$ cat src/rtl/nes_joypad_port_if.sv
// nes_joypad_port_if
// Bus bundle for the NES controller port block.
//   CPU side : ADDR, CPU_RW_n, CPU_DIN -> block; CPU_DOUT, CPU_DOUT_EN <- block
//   Pad side : PAD1_DATA, PAD2_DATA -> block; PAD_LATCH, PAD_CLK <- block
//   Debug    : BUTTONS_debug <- block ({pad2, pad1}, 1 = pressed)
// Modports: master = the CPU/pad environment, slave = nes_joypad_port.
interface nes_joypad_port_if;
    logic [15:0] ADDR;
    logic        CPU_RW_n;
    logic [7:0]  CPU_DIN;
    logic [7:0]  CPU_DOUT;
    logic        CPU_DOUT_EN;
    logic        PAD_LATCH;
    logic        PAD_CLK;
    logic        PAD1_DATA;
    logic        PAD2_DATA;
    logic [15:0] BUTTONS_debug;

    modport master (
        output ADDR, CPU_RW_n, CPU_DIN, PAD1_DATA, PAD2_DATA,
        input  CPU_DOUT, CPU_DOUT_EN, PAD_LATCH, PAD_CLK, BUTTONS_debug
    );

    modport slave (
        input  ADDR, CPU_RW_n, CPU_DIN, PAD1_DATA, PAD2_DATA,
        output CPU_DOUT, CPU_DOUT_EN, PAD_LATCH, PAD_CLK, BUTTONS_debug
    );
endinterface

$ cat src/rtl/nes_joypad_port.sv
// nes_joypad_port
// CPU-side responder for the NES controller registers $4016/$4017 plus the
// pad-side poller that periodically deserialises physical pads over
// PAD_LATCH/PAD_CLK/PAD_DATA into button registers.
// Ports:
//   CPU_CLK   - sole clock, rising edge
//   CPU_RESET - asynchronous, active-high reset
//   bus       - nes_joypad_port_if.slave (CPU bus, pad lines, BUTTONS_debug)
// Parameters:
//   POLL_PERIOD - CPU_CLK cycles between poll starts (must exceed 17*HALF_BIT)
//   HALF_BIT    - CPU_CLK cycles per PAD_LATCH/PAD_CLK half-phase (>= 1)
// Configuration macro:
//   JOYPAD_P2_EN - when defined, builds the port-2 path served at $4017;
//                  otherwise $4017 is not claimed and BUTTONS_debug[15:8] = 0.
module nes_joypad_port #(
    parameter int unsigned POLL_PERIOD = 29830,
    parameter int unsigned HALF_BIT    = 6
) (
    input logic              CPU_CLK,
    input logic              CPU_RESET,
    nes_joypad_port_if.slave bus
);
    localparam logic [2:0] ST_IDLE  = 3'd0;
    localparam logic [2:0] ST_LATCH = 3'd1;
    localparam logic [2:0] ST_LOW   = 3'd2;
    localparam logic [2:0] ST_HIGH  = 3'd3;
    localparam logic [2:0] ST_DONE  = 3'd4;

    localparam int unsigned PW = (POLL_PERIOD > 1) ? $clog2(POLL_PERIOD) : 1;
    localparam int unsigned HW = $clog2(2 * HALF_BIT);

    localparam logic [PW-1:0] C_POLL_LAST  = PW'(POLL_PERIOD - 1);
    localparam logic [HW-1:0] C_LATCH_LAST = HW'(2 * HALF_BIT - 1);
    localparam logic [HW-1:0] C_HALF_LAST  = HW'(HALF_BIT - 1);

    logic [PW-1:0] r_poll_cnt;
    logic [2:0]    r_state;
    logic [HW-1:0] r_phase;
    logic [2:0]    r_bit;
    logic          r_strobe;
    logic [7:0]    r_sample1;
    logic [7:0]    r_btn1;
    logic [7:0]    r_shreg1;

    logic w_wr_4016;
    logic w_rd_4016;
    logic w_poll_start;

    assign w_wr_4016    = (bus.ADDR == 16'h4016) && !bus.CPU_RW_n;
    assign w_rd_4016    = (bus.ADDR == 16'h4016) &&  bus.CPU_RW_n;
    assign w_poll_start = (r_poll_cnt == C_POLL_LAST) && (r_state == ST_IDLE);

    // Free-running poll timebase, independent of CPU activity.
    always_ff @(posedge CPU_CLK or posedge CPU_RESET) begin
        if (CPU_RESET) begin
            r_poll_cnt <= '0;
        end else if (r_poll_cnt == C_POLL_LAST) begin
            r_poll_cnt <= '0;
        end else begin
            r_poll_cnt <= r_poll_cnt + PW'(1);
        end
    end

`ifdef JOYPAD_P2_EN
    logic [7:0] r_sample2;
    logic [7:0] r_btn2;
    logic [7:0] r_shreg2;
    logic       w_rd_4017;
    logic       w_unused;

    assign w_rd_4017 = (bus.ADDR == 16'h4017) && bus.CPU_RW_n;
    assign w_unused  = ^bus.CPU_DIN[7:1];
`else
    logic w_unused;

    assign w_unused = ^{bus.CPU_DIN[7:1], bus.PAD2_DATA};
`endif

    // Pad poll sequencer. Samples collect in r_sampleN and are copied to the
    // button registers only in DONE, so a partial poll is never visible.
    always_ff @(posedge CPU_CLK or posedge CPU_RESET) begin
        if (CPU_RESET) begin
            r_state   <= ST_IDLE;
            r_phase   <= '0;
            r_bit     <= '0;
            r_sample1 <= '0;
            r_btn1    <= '0;
`ifdef JOYPAD_P2_EN
            r_sample2 <= '0;
            r_btn2    <= '0;
`endif
        end else begin
            case (r_state)
                ST_IDLE: begin
                    if (w_poll_start) begin
                        r_state <= ST_LATCH;
                        r_phase <= '0;
                    end
                end
                ST_LATCH: begin
                    if (r_phase == C_LATCH_LAST) begin
                        r_state <= ST_LOW;
                        r_phase <= '0;
                        r_bit   <= '0;
                    end else begin
                        r_phase <= r_phase + HW'(1);
                    end
                end
                ST_LOW: begin
                    if (r_phase == C_HALF_LAST) begin
                        r_sample1[r_bit] <= ~bus.PAD1_DATA;
`ifdef JOYPAD_P2_EN
                        r_sample2[r_bit] <= ~bus.PAD2_DATA;
`endif
                        r_phase <= '0;
                        r_state <= (r_bit == 3'd7) ? ST_DONE : ST_HIGH;
                    end else begin
                        r_phase <= r_phase + HW'(1);
                    end
                end
                ST_HIGH: begin
                    if (r_phase == C_HALF_LAST) begin
                        r_state <= ST_LOW;
                        r_phase <= '0;
                        r_bit   <= r_bit + 3'd1;
                    end else begin
                        r_phase <= r_phase + HW'(1);
                    end
                end
                ST_DONE: begin
                    r_btn1  <= r_sample1;
`ifdef JOYPAD_P2_EN
                    r_btn2  <= r_sample2;
`endif
                    r_state <= ST_IDLE;
                end
                default: begin
                    r_state <= ST_IDLE;
                end
            endcase
        end
    end

    // Strobe and CPU-visible shift registers. Reload takes priority over
    // shifting; a reload in the DONE cycle still sees the old button value.
    always_ff @(posedge CPU_CLK or posedge CPU_RESET) begin
        if (CPU_RESET) begin
            r_strobe <= 1'b0;
            r_shreg1 <= '0;
`ifdef JOYPAD_P2_EN
            r_shreg2 <= '0;
`endif
        end else begin
            if (w_wr_4016) begin
                r_strobe <= bus.CPU_DIN[0];
            end
            if (r_strobe) begin
                r_shreg1 <= r_btn1;
            end else if (w_rd_4016) begin
                r_shreg1 <= {1'b1, r_shreg1[7:1]};
            end
`ifdef JOYPAD_P2_EN
            if (r_strobe) begin
                r_shreg2 <= r_btn2;
            end else if (w_rd_4017) begin
                r_shreg2 <= {1'b1, r_shreg2[7:1]};
            end
`endif
        end
    end

    always_comb begin
        bus.CPU_DOUT    = '0;
        bus.CPU_DOUT_EN = 1'b0;
        if (w_rd_4016) begin
            bus.CPU_DOUT    = {7'b0100000, r_shreg1[0]};
            bus.CPU_DOUT_EN = 1'b1;
        end
`ifdef JOYPAD_P2_EN
        else if (w_rd_4017) begin
            bus.CPU_DOUT    = {7'b0100000, r_shreg2[0]};
            bus.CPU_DOUT_EN = 1'b1;
        end
`endif
    end

    assign bus.PAD_LATCH = (r_state == ST_LATCH);
    assign bus.PAD_CLK   = (r_state == ST_HIGH);

`ifdef JOYPAD_P2_EN
    assign bus.BUTTONS_debug = {r_btn2, r_btn1};
`else
    assign bus.BUTTONS_debug = {8'h00, r_btn1};
`endif

endmodule

$ cat src/flat_wrapper.sv
// flat-port wrapper written by rule: the top's interface ports become plain ports
module nes_joypad_port_flat 
#(
    parameter int unsigned POLL_PERIOD = 29830,
    parameter int unsigned HALF_BIT    = 6
)
  (CPU_CLK, CPU_RESET, bus_ADDR, bus_CPU_RW_n, bus_CPU_DIN, bus_PAD1_DATA, bus_PAD2_DATA, bus_CPU_DOUT, bus_CPU_DOUT_EN, bus_PAD_LATCH, bus_PAD_CLK, bus_BUTTONS_debug);
  nes_joypad_port_if bus_i ();
  input logic CPU_CLK;
  input logic CPU_RESET;
  input wire logic [$bits(bus_i.ADDR)-1:0] bus_ADDR;
  input wire logic [$bits(bus_i.CPU_RW_n)-1:0] bus_CPU_RW_n;
  input wire logic [$bits(bus_i.CPU_DIN)-1:0] bus_CPU_DIN;
  input wire logic [$bits(bus_i.PAD1_DATA)-1:0] bus_PAD1_DATA;
  input wire logic [$bits(bus_i.PAD2_DATA)-1:0] bus_PAD2_DATA;
  output wire logic [$bits(bus_i.CPU_DOUT)-1:0] bus_CPU_DOUT;
  output wire logic [$bits(bus_i.CPU_DOUT_EN)-1:0] bus_CPU_DOUT_EN;
  output wire logic [$bits(bus_i.PAD_LATCH)-1:0] bus_PAD_LATCH;
  output wire logic [$bits(bus_i.PAD_CLK)-1:0] bus_PAD_CLK;
  output wire logic [$bits(bus_i.BUTTONS_debug)-1:0] bus_BUTTONS_debug;
  assign bus_i.ADDR = bus_ADDR;
  assign bus_i.CPU_RW_n = bus_CPU_RW_n;
  assign bus_i.CPU_DIN = bus_CPU_DIN;
  assign bus_i.PAD1_DATA = bus_PAD1_DATA;
  assign bus_i.PAD2_DATA = bus_PAD2_DATA;
  assign bus_CPU_DOUT = bus_i.CPU_DOUT;
  assign bus_CPU_DOUT_EN = bus_i.CPU_DOUT_EN;
  assign bus_PAD_LATCH = bus_i.PAD_LATCH;
  assign bus_PAD_CLK = bus_i.PAD_CLK;
  assign bus_BUTTONS_debug = bus_i.BUTTONS_debug;
  nes_joypad_port #(.POLL_PERIOD(POLL_PERIOD), .HALF_BIT(HALF_BIT)) u_core (.CPU_CLK(CPU_CLK), .CPU_RESET(CPU_RESET), .bus(bus_i));
endmodule
$ cat config.mk
export PLATFORM = sky130hd
export DESIGN_NAME = nes_joypad_port_flat
export DESIGN_NICKNAME = d
export VERILOG_FILES = /design/src/rtl/nes_joypad_port_if.sv /design/src/rtl/nes_joypad_port.sv /design/src/flat_wrapper.sv
export SDC_FILE = /design/constraint.sdc
export NUM_CORES = 1
export LEC_CHECK = 0
export ABC_CLOCK_PERIOD_IN_PS = 2600
export CAP_MARGIN = 20
export CORE_ASPECT_RATIO = 0.5
export CORE_MARGIN = 2
export CORE_UTILIZATION = 51
export CTS_BUF_LIST = sky130_fd_sc_hd__clkbuf_8
export CTS_CLUSTER_SIZE = 40
export DETAILED_ROUTE_END_ITERATION = 16
export PLACE_DENSITY_LB_ADDON = 0.12
export SYNTH_ARGS = -nofsm -noshare
export SYNTH_HDL_FRONTEND = slang
export SYNTH_SLANG_ARGS = --single-unit
$ cat constraint.sdc
create_clock -name CPU_CLK -period 2.6 [get_ports CPU_CLK]
set_clock_uncertainty 0.2 [all_clocks]
set_input_delay 0.52 -clock CPU_CLK [delete_from_list [all_inputs] [get_ports CPU_CLK]]
set_output_delay 0.52 -clock CPU_CLK [all_outputs]
set_load 0.01 [all_outputs]
# [Yosys cells after proc, flatten, opt, wreduce, memory -nomap -nowiden]
# Cells that the tools add are included.
[word_totals] register_bits=50 out_inout_bits=27 input_bits=29 wordCells=62
[op_classes] n_mux=21 add_sub_neg=3 n_eq_ne=13 magnitude_cmp=2 n_reduce_logical=14 bitwise=1
[op_table] op="3-bit 2-to-1 mux" count=7
[op_table] op="16-bit by 15-bit equality test with 1-bit output, second input constant" count=1
[op_table] op="8-bit 2-to-1 mux" count=2
[op_table] op="15-bit by 1-bit adder with 15-bit output, second input constant" count=1
[op_table] op="15-bit equality test, second input constant" count=1
[op_table] op="15-bit 2-to-1 mux" count=1
[op_table] op="4-bit 2-to-1 mux" count=3
[op_table] op="3-bit one-hot mux with 4 select lines" count=1
[op_table] op="4-bit one-hot mux with 3 select lines" count=1
[op_table] op="8-bit bitwise mux" count=1
[op_table] op="2-bit by 1-bit inequality test with 1-bit output, second input constant" count=4
[op_table] op="7-bit 2-to-1 mux" count=1
[op_table] op="3-bit by 2-bit equality test with 1-bit output, second input constant" count=2
[op_table] op="3-bit equality test, second input constant" count=2
[op_table] op="3-bit one-hot mux with 2 select lines" count=1
[op_table] op="4-bit by 1-bit adder with 4-bit output, second input constant" count=1
[op_table] op="4-bit by 3-bit equality test with 1-bit output, second input constant" count=1
[op_table] op="4-bit equality test, second input constant" count=1
[op_table] op="1-bit logical AND" count=4
[op_table] op="3-bit by 4-bit less-than comparator with 1-bit output, second input constant" count=1
[op_table] op="2-bit AND reduction" count=2
[op_table] op="4-bit AND reduction" count=1
[op_table] op="2-bit nonzero test" count=2
[op_table] op="3-bit by 1-bit adder with 3-bit output, second input constant" count=1
[op_table] op="other kinds (10)" count=11

# [Longest topological paths before layout]
# Gate-level depths: netlist (run 1).
[depth] depth_word=5 depth_mapped=6 mapped_depth_nobuf=6

# [Least setup slack after synthesis (run 1)]
# OpenSTA, ideal clock, no wires.
[synth_path] kind="input to output" start="in bus_ADDR[9]" end="out bus_CPU_DOUT[0]" cell_stages=4 arrival_ns=1.552 setup_slack_ns=0.328 n_path_buf=1 cell_sequence="nor4b_1 -> and4_1 -> clkbuf_1 -> and3_1"
[synth_between] elab_chain_cells=3
[synth_rtl] element="start, declared" line="flat_wrapper.sv:11" source="input wire logic [$bits(bus_i.ADDR)-1:0] bus_ADDR;"
[synth_rtl] element="16-bit by 15-bit equality test with 1-bit output" line="nes_joypad_port.sv:50" source="assign w_rd_4016 = (bus.ADDR == 16'h4016) && bus.CPU_RW_n;"
[synth_rtl] element="1-bit logical AND" line="nes_joypad_port.sv:50"
[synth_rtl] element="7-bit 2-to-1 mux" line="nes_joypad_port.sv:175" source="if (w_rd_4016) begin"
[synth_rtl] element="end, declared" line="flat_wrapper.sv:16" source="output wire logic [$bits(bus_i.CPU_DOUT)-1:0] bus_CPU_DOUT;"
# Every way passes these cells.

# [Worst setup path after layout (run 1)]
# Same ends and word-level chain as after synthesis.

==> impl_metrics.env, run 1 <==
export IMPL_outcome="finished, final reports clean"
export IMPL_fillers=418
export IMPL_synthArstFlopShare_pct=100
export IMPL_max_freq_mhz=396
export IMPL_maxCapViolations=0
export IMPL_die_width_um=105
export IMPL_p_leak_uw=0.00141
export IMPL_critical_path_class="primary input to primary output"
export IMPL_antenna_found_initial=0
export IMPL_powerDensity_nw_per_um2=455
export IMPL_grt_overflow=0
export IMPL_drt_iter0_drc=69
export IMPL_final_common_cell="dfrtp_1"
export IMPL_dp_slack_ns=-0.452
export IMPL_hold_viol_final=0
export IMPL_combPwrFrac_pct=5.5
export IMPL_synth_cell_types=43
export IMPL_min_period_over_period_pct=97.1
export IMPL_place_port_buffers=33
export IMPL_ys_ff_latch=50
export IMPL_synth_largest_area_cell="dfrtp_1"
export IMPL_cts_made_buffers=5
export IMPL_worstPathMaxFanout=2
export IMPL_layout_drive_gt1_share_pct=12.9
export IMPL_grt_usage_pct=18.2
export IMPL_hold_buffers=0
export IMPL_power_frac_seq_pct=55.0
export IMPL_crit_path_start_kind="primary input"
export IMPL_area_growth_pct=21.1
export IMPL_routedWlPerCell_um=13.7
export IMPL_clk_latency_ns=0.30
export IMPL_fin_hold_ws_ns=0.311
export IMPL_place_hpwl_um=3610
export IMPL_ys_flop_type="dfrtp_1"
export IMPL_slew_viol_final=0
export IMPL_syn_area_per_cell_um2=10.2
export IMPL_cts_buffer_depth=2
export IMPL_synthTopCellsByArea="dfrtp_1, buf_4, mux2_2"
export IMPL_ys_warnings_count=0
export IMPL_ys_seq_area_share_pct=48.5
export IMPL_final_cell_mix="dfrtp_1, clkdlybuf4s50_1, o21ai_0, nand2_1, conb_1"
export IMPL_drc_errors=0
export IMPL_wirelength_um=4980
export IMPL_grt_pass1_vias=1782
export IMPL_switching_share_pct=22.0
export IMPL_io_pins=56
export IMPL_cts_tree="done"
export IMPL_intPower_uw=1110
export IMPL_end_kind="primary output"
export IMPL_clock_power_share_pct=39.6
export IMPL_num_vias=1948
export IMPL_antenna_left=0
export IMPL_p_sw_uw=313
export IMPL_hold_path_class="flop to flop"
export IMPL_synth_area_um2=2580
export IMPL_maxSlewHeadroom_pct=55.9
export IMPL_syn_instance_count=254
export IMPL_grt_pass1_wl_um=8160
export IMPL_cp_required_ns=1.88
export IMPL_report_final_setup_viol=0
export IMPL_fp_dieH_um=54.3
export IMPL_synthDominantCellAreaShare_pct=48.5
export IMPL_timing_final_ws_setup_ns=0.0755
export IMPL_drt_first_pass_iters=4
export IMPL_grt_max_degree=29
export IMPL_clk_pin_slew_ns=0.10
export IMPL_cts_root_buf="clkbuf_8"
export IMPL_peakVddDrop_v=0.000290
export IMPL_vias_per_cell=5.35
export IMPL_rsz0062_at_grt="no"
export IMPL_cts_sinks=50
export IMPL_fin_crit_ns=2.52
export IMPL_core_um2=4910
export IMPL_cts_htree_levels=2
export IMPL_synth_edf_count=0
export IMPL_nNetsFinal=328
export IMPL_start_util_pct=52.6
export IMPL_die_area_um2=5680
export IMPL_gp_congestion=0.788
export IMPL_worst_pin_slew_ns=0.659
export IMPL_fp_row_count=18
export IMPL_crit_arrival_ns=1.80
export IMPL_antenna_cells=0
worst max-delay path: stages:
cell and delay [ns]:
clkdlybuf4s50_1 0.41, nor4b_2 0.33, and4_1 0.26, and3_1 0.16, buf_2 0.13
flip-flops by register name, indices dropped and copies added, names as in the netlist:
name	flops
u_core.r_poll_cnt	15
u_core.r_btn1	8
u_core.r_sample1	8
u_core.r_shreg1	8
u_core.r_phase	4
u_core.r_bit	3
u_core.r_state	3
u_core.r_strobe	1
power by group through the flow:
stage / registers, µW / clock network [µW] / logic [µW]
2_1_floorplan: 797 / 0 / 45.7
3_3_place_gp: 797 / 0 / 71.4
3_5_place_dp: 797 / 0 / 72.8
4_1_cts: 782 / 576 / 78.9
5_1_grt: 783 / 605 / 85.4
6_report: 782 / 563 / 77.6
metrics by stage:
stage	area [µm²]	util [%]	setup TNS [ns]	std cells	power, µW
after CTS	3130	63.8	0	364	1440
after floorplan	2630	-	0	267	843
after global placement	2970	60.6	-1.07	355	869
after global routing	3130	63.7	0	364	1470
after detailed placement	2970	60.6	-1.25	355	870
final	3130	63.7	0	364	1420
repair_timing:
item / CTS / global route
setup buffers: 1 / 0
endpoints found under the setup margin: 3 / 2
resized for setup: 13 / 5
cloned: 0 / 0
pin swaps: 3 / 1
path summary, 6_finish.rpt:
check | slack [ns] | from | cells after the start | endpoint
worst max-delay path | 0.08 | bus_ADDR[9] | 5 | bus_CPU_DOUT[0]
worst min-delay path | 0.31 | u_core.r_sample1[3]$_DFFE_PP0P_ | 1 | u_core.r_btn1[3]$_DFFE_PP0N_
worst max register to register | 0.54 | u_core.r_poll_cnt[11]$_DFF_PP0_ | 4 | u_core.r_phase[3]$_DFFE_PP0P_
worst min register to register | 0.31 | u_core.r_sample1[3]$_DFFE_PP0P_ | 1 | u_core.r_btn1[3]$_DFFE_PP0N_
max in group asynchronous | 1.32 | CPU_RESET | 3 | u_core.r_poll_cnt[13]$_DFF_PP0_
min in group asynchronous | 0.35 | CPU_RESET | 2 | u_core.r_btn1[7]$_DFFE_PP0N_
layer usage:
metal	GRT usage (%)	vias up	routed length, µm
li1	-	952	-
met1	21.8	937	2260
met2	33.8	57	2360
met3	6.19	2	339
met4	2.67	0	19
met5	0	-	0
cell type report:
type | count | area (µm²) | area share (%)
timing repair buffer | 41 | 387 | 12.4
inverter | 14 | 52.6 | 1.68
tap | 70 | 87.6 | 2.80
clock inverter | 3 | 47.5 | 1.52
sequential | 50 | 1250 | 40.0
clock buffer | 5 | 68.8 | 2.20
multi-input combinational | 181 | 1230 | 39.4
kinds of logic after synthesis:
family          after synthesis  synth area share (%)
buf+inv                      36                  7.42
mux                          17                  7.03
fa+ha+maj                     6                  2.91
flops                        50                  48.5
simple gates                 86                  19.4
xor+xnor                     11                  3.73
compound gates               47                  10.9
other cells                   1                 0.145
synthesized netlist by cell type (2+ instances only):
library cell,n
o21ai_0,17
nand3b_1,3
nand2b_1,3
clkbuf_1,6
o31ai_1,2
and3b_1,2
ha_1,6
a21oi_1,13
or3_1,2
buf_4,15
nor4b_1,2
nor3_1,6
nand2_1,15
mux2i_1,8
inv_1,14
nand4_1,3
nor4_1,5
nand3_1,12
and3_1,5
a31oi_1,8
xnor2_1,8
dfrtp_1,50
nor2_1,13
nor2b_1,7
mux2_2,9
xor2_1,3
Power figures use the tool's default switching activity.
==> run 2: changes to the inputs <==
--- a/config.mk
+++ b/config.mk
@@ -14,6 +14,7 @@
 export CTS_CLUSTER_SIZE = 40
 export DETAILED_ROUTE_END_ITERATION = 16
 export PLACE_DENSITY_LB_ADDON = 0.12
+export RECOVER_POWER = 100
 export SYNTH_ARGS = -nofsm -noshare
 export SYNTH_HDL_FRONTEND = slang
 export SYNTH_SLANG_ARGS = --single-unit
==> impl_metrics.env, run 2 (same netlist as run 1, synthesis figures left out) <==
export IMPL_outcome="finished, final reports clean"
export IMPL_grt_max_degree=29
export IMPL_grt_overflow=0
export IMPL_top_register="u_core.r_poll_cnt"
export IMPL_drt_iter0_drc=59
export IMPL_switching_share_pct=21.7
export IMPL_num_vias=1963
export IMPL_wirelength_um=5000
export IMPL_critical_path_slowest_cell="clkdlybuf4s50_1"
export IMPL_grtUsageMet3_pct=6.19
export IMPL_worstHoldStart="u_core.r_sample1[3]$_DFFE_PP0P_"
export IMPL_cts_made_buffers=5
export IMPL_place_hpwl_um=3610
export IMPL_dp_slack_ns=-0.452
export IMPL_clk_pin_slew_ns=0.10
export IMPL_multi_input_area_um2=1210
export IMPL_fin_crit_ns=2.52
export IMPL_antenna_left=0
export IMPL_max_freq_mhz=396
export IMPL_drt_first_pass_iters=4
export IMPL_cts_htree_levels=2
export IMPL_cts_sinks=50
export IMPL_fp_row_count=18
export IMPL_die_area_um2=5680
export IMPL_core_um2=4910
export IMPL_crit_arrival_ns=1.80
export IMPL_grtUsageMet2_pct=33.8
export IMPL_gp_congestion=0.788
export IMPL_peakVddDrop_v=0.000290
export IMPL_nNetsFinal=328
export IMPL_crit_buf_inv=2
export IMPL_routedWlPerCell_um=13.7
export IMPL_cts_root_buf="clkbuf_8"
export IMPL_end_kind="primary output"
export IMPL_timing_final_ws_setup_ns=0.0775
export IMPL_dp_cells=355
export IMPL_antenna_cells=0
export IMPL_cts_tree="done"
export IMPL_whs_path_depth=1
export IMPL_final_common_cell="dfrtp_1"
export IMPL_area_growth_pct=19.1
export IMPL_final_cell_mix="dfrtp_1, clkdlybuf4s50_1, o21ai_0, nand2_1"
export IMPL_seq_area_um2=1250
export IMPL_report_final_setup_viol=0
export IMPL_r2r_end="u_core.r_state[0]$_DFFE_PP0P_"
export IMPL_vias_per_cell=5.39
export IMPL_hold_path_class="flop to flop"
export IMPL_cpLargestDelayFamily="simple AND/OR/NAND/NOR gates"
export IMPL_rsz0062_at_grt="no"
export IMPL_maxSlewHeadroom_pct=44.8
export IMPL_fillers=429
export IMPL_maxCapViolations=0
export IMPL_reg2reg_from="u_core.r_poll_cnt[11]$_DFF_PP0_"
export IMPL_hold_path_end="u_core.r_btn1[3]$_DFFE_PP0N_"
export IMPL_start_util_pct=52.6
export IMPL_drc_errors=0
export IMPL_clock_power_share_pct=39.5
export IMPL_grtUsageMet1_pct=21.8
export IMPL_io_pins=56
export IMPL_cts_buffer_depth=2
export IMPL_largest_reg_flops=15
export IMPL_hold_buffers=0
export IMPL_intPower_uw=1110
export IMPL_r2r_slack_ns=0.26
export IMPL_p_leak_uw=0.00140
export IMPL_finalNonFillerCells=364
export IMPL_final_core_util_pct=62.6
export IMPL_grt_usage_pct=18.2
export IMPL_power_frac_seq_pct=55.3
export IMPL_critical_path_class="primary input to primary output"
export IMPL_worst_pin_slew_ns=0.827
export IMPL_grt_pass1_wl_um=8160
export IMPL_fp_dieH_um=54.3
export IMPL_slew_viol_final=0
export IMPL_combPwrFrac_pct=5.2
export IMPL_p_sw_uw=307
export IMPL_cp_required_ns=1.88
export IMPL_grt_busiest_layer="met2"
export IMPL_hold_viol_final=0
export IMPL_worstPathMaxFanout=2
export IMPL_min_period_over_period_pct=97.0
export IMPL_place_port_buffers=33
export IMPL_clk_latency_ns=0.30
export IMPL_die_width_um=105
export IMPL_cp_cell_sequence="clkdlybuf4s50_1 -> nor4b_2 -> and4_1 -> and3_1 -> buf_2"
export IMPL_cpPeakStageDelay_ns=0.41
export IMPL_antenna_found_initial=0
export IMPL_crit_path_start_kind="primary input"
export IMPL_rr_worst_depth=4
export IMPL_powerDensity_nw_per_um2=460
export IMPL_layout_drive_gt1_share_pct=10.2
export IMPL_grt_pass1_vias=1782
==> run 2: changes by cell type in the layout (fill, tap and decap cells not counted), moves of 4 or more <==
cell and change:
buf_4 -5, dlygate4sd3_1 +10, clkdlybuf4s50_1 -10, clkbuf_1 +4
==> run 2: final cells by class <==
cell class | count | area share [%]
clock buffer | 5 | 2.24
sequential | 50 | 40.7
timing repair buffer | 41 | 11.6
clock inverter | 3 | 1.55
multi-input combinational | 181 | 39.4
inverter | 14 | 1.71
tap | 70 | 2.85
==> run 2: power by group through the flow <==
stage | clock (µW) | sequential, µW | combinational (µW)
global placement | 0 | 797 | 71.4
floorplan | 0 | 797 | 45.7
detailed placement | 0 | 797 | 72.8
finish | 558 | 782 | 73.9
global route | 605 | 783 | 81.7
CTS | 576 | 782 | 78.9
==> run 2: per-layer routing <==
layer,share of wire [%],routed length (µm),vias up
met5,0,0,-
met4,0.38,19,0
met3,7.1,353,2
met2,48,2380,60
met1,45,2250,948
li1,-,-,953
==> run 2: how the worst max path moves through the flow <==
stage           startpoint              end  slack [ns]  depth (start not counted)
2_1_floorplan  bus_ADDR[9]  bus_CPU_DOUT[0]        0.33                          4
3_3_place_gp   bus_ADDR[0]  bus_CPU_DOUT[0]       -0.39                          5
3_5_place_dp   bus_ADDR[0]  bus_CPU_DOUT[0]       -0.45                          5
4_1_cts        bus_ADDR[2]  bus_CPU_DOUT[6]        0.02                          5
5_1_grt        bus_ADDR[2]  bus_CPU_DOUT_EN        0.01                          5
6_report       bus_ADDR[9]  bus_CPU_DOUT[0]        0.08                          5
==> run 2: what timing repair did <==
action	in CTS	in global routing
resized for setup	13	5
buffers inserted	1	0
endpoints found under the setup margin	3	2
hold endpoints to repair	0	0
pin swaps	3	1
==> run 2: per-stage QoR <==
stage	hold WS [ns]	TNS [ns]	total power, µW	area, µm²
4_1_cts	0.313	0	1440	3130
5_1_grt	0.338	0	1470	3080
3_5_place_dp	0.290	-1.25	870	2970
6_report	0.309	0	1410	3080
2_1_floorplan	0.259	0	843	2630
3_3_place_gp	0.289	-1.07	869	2970
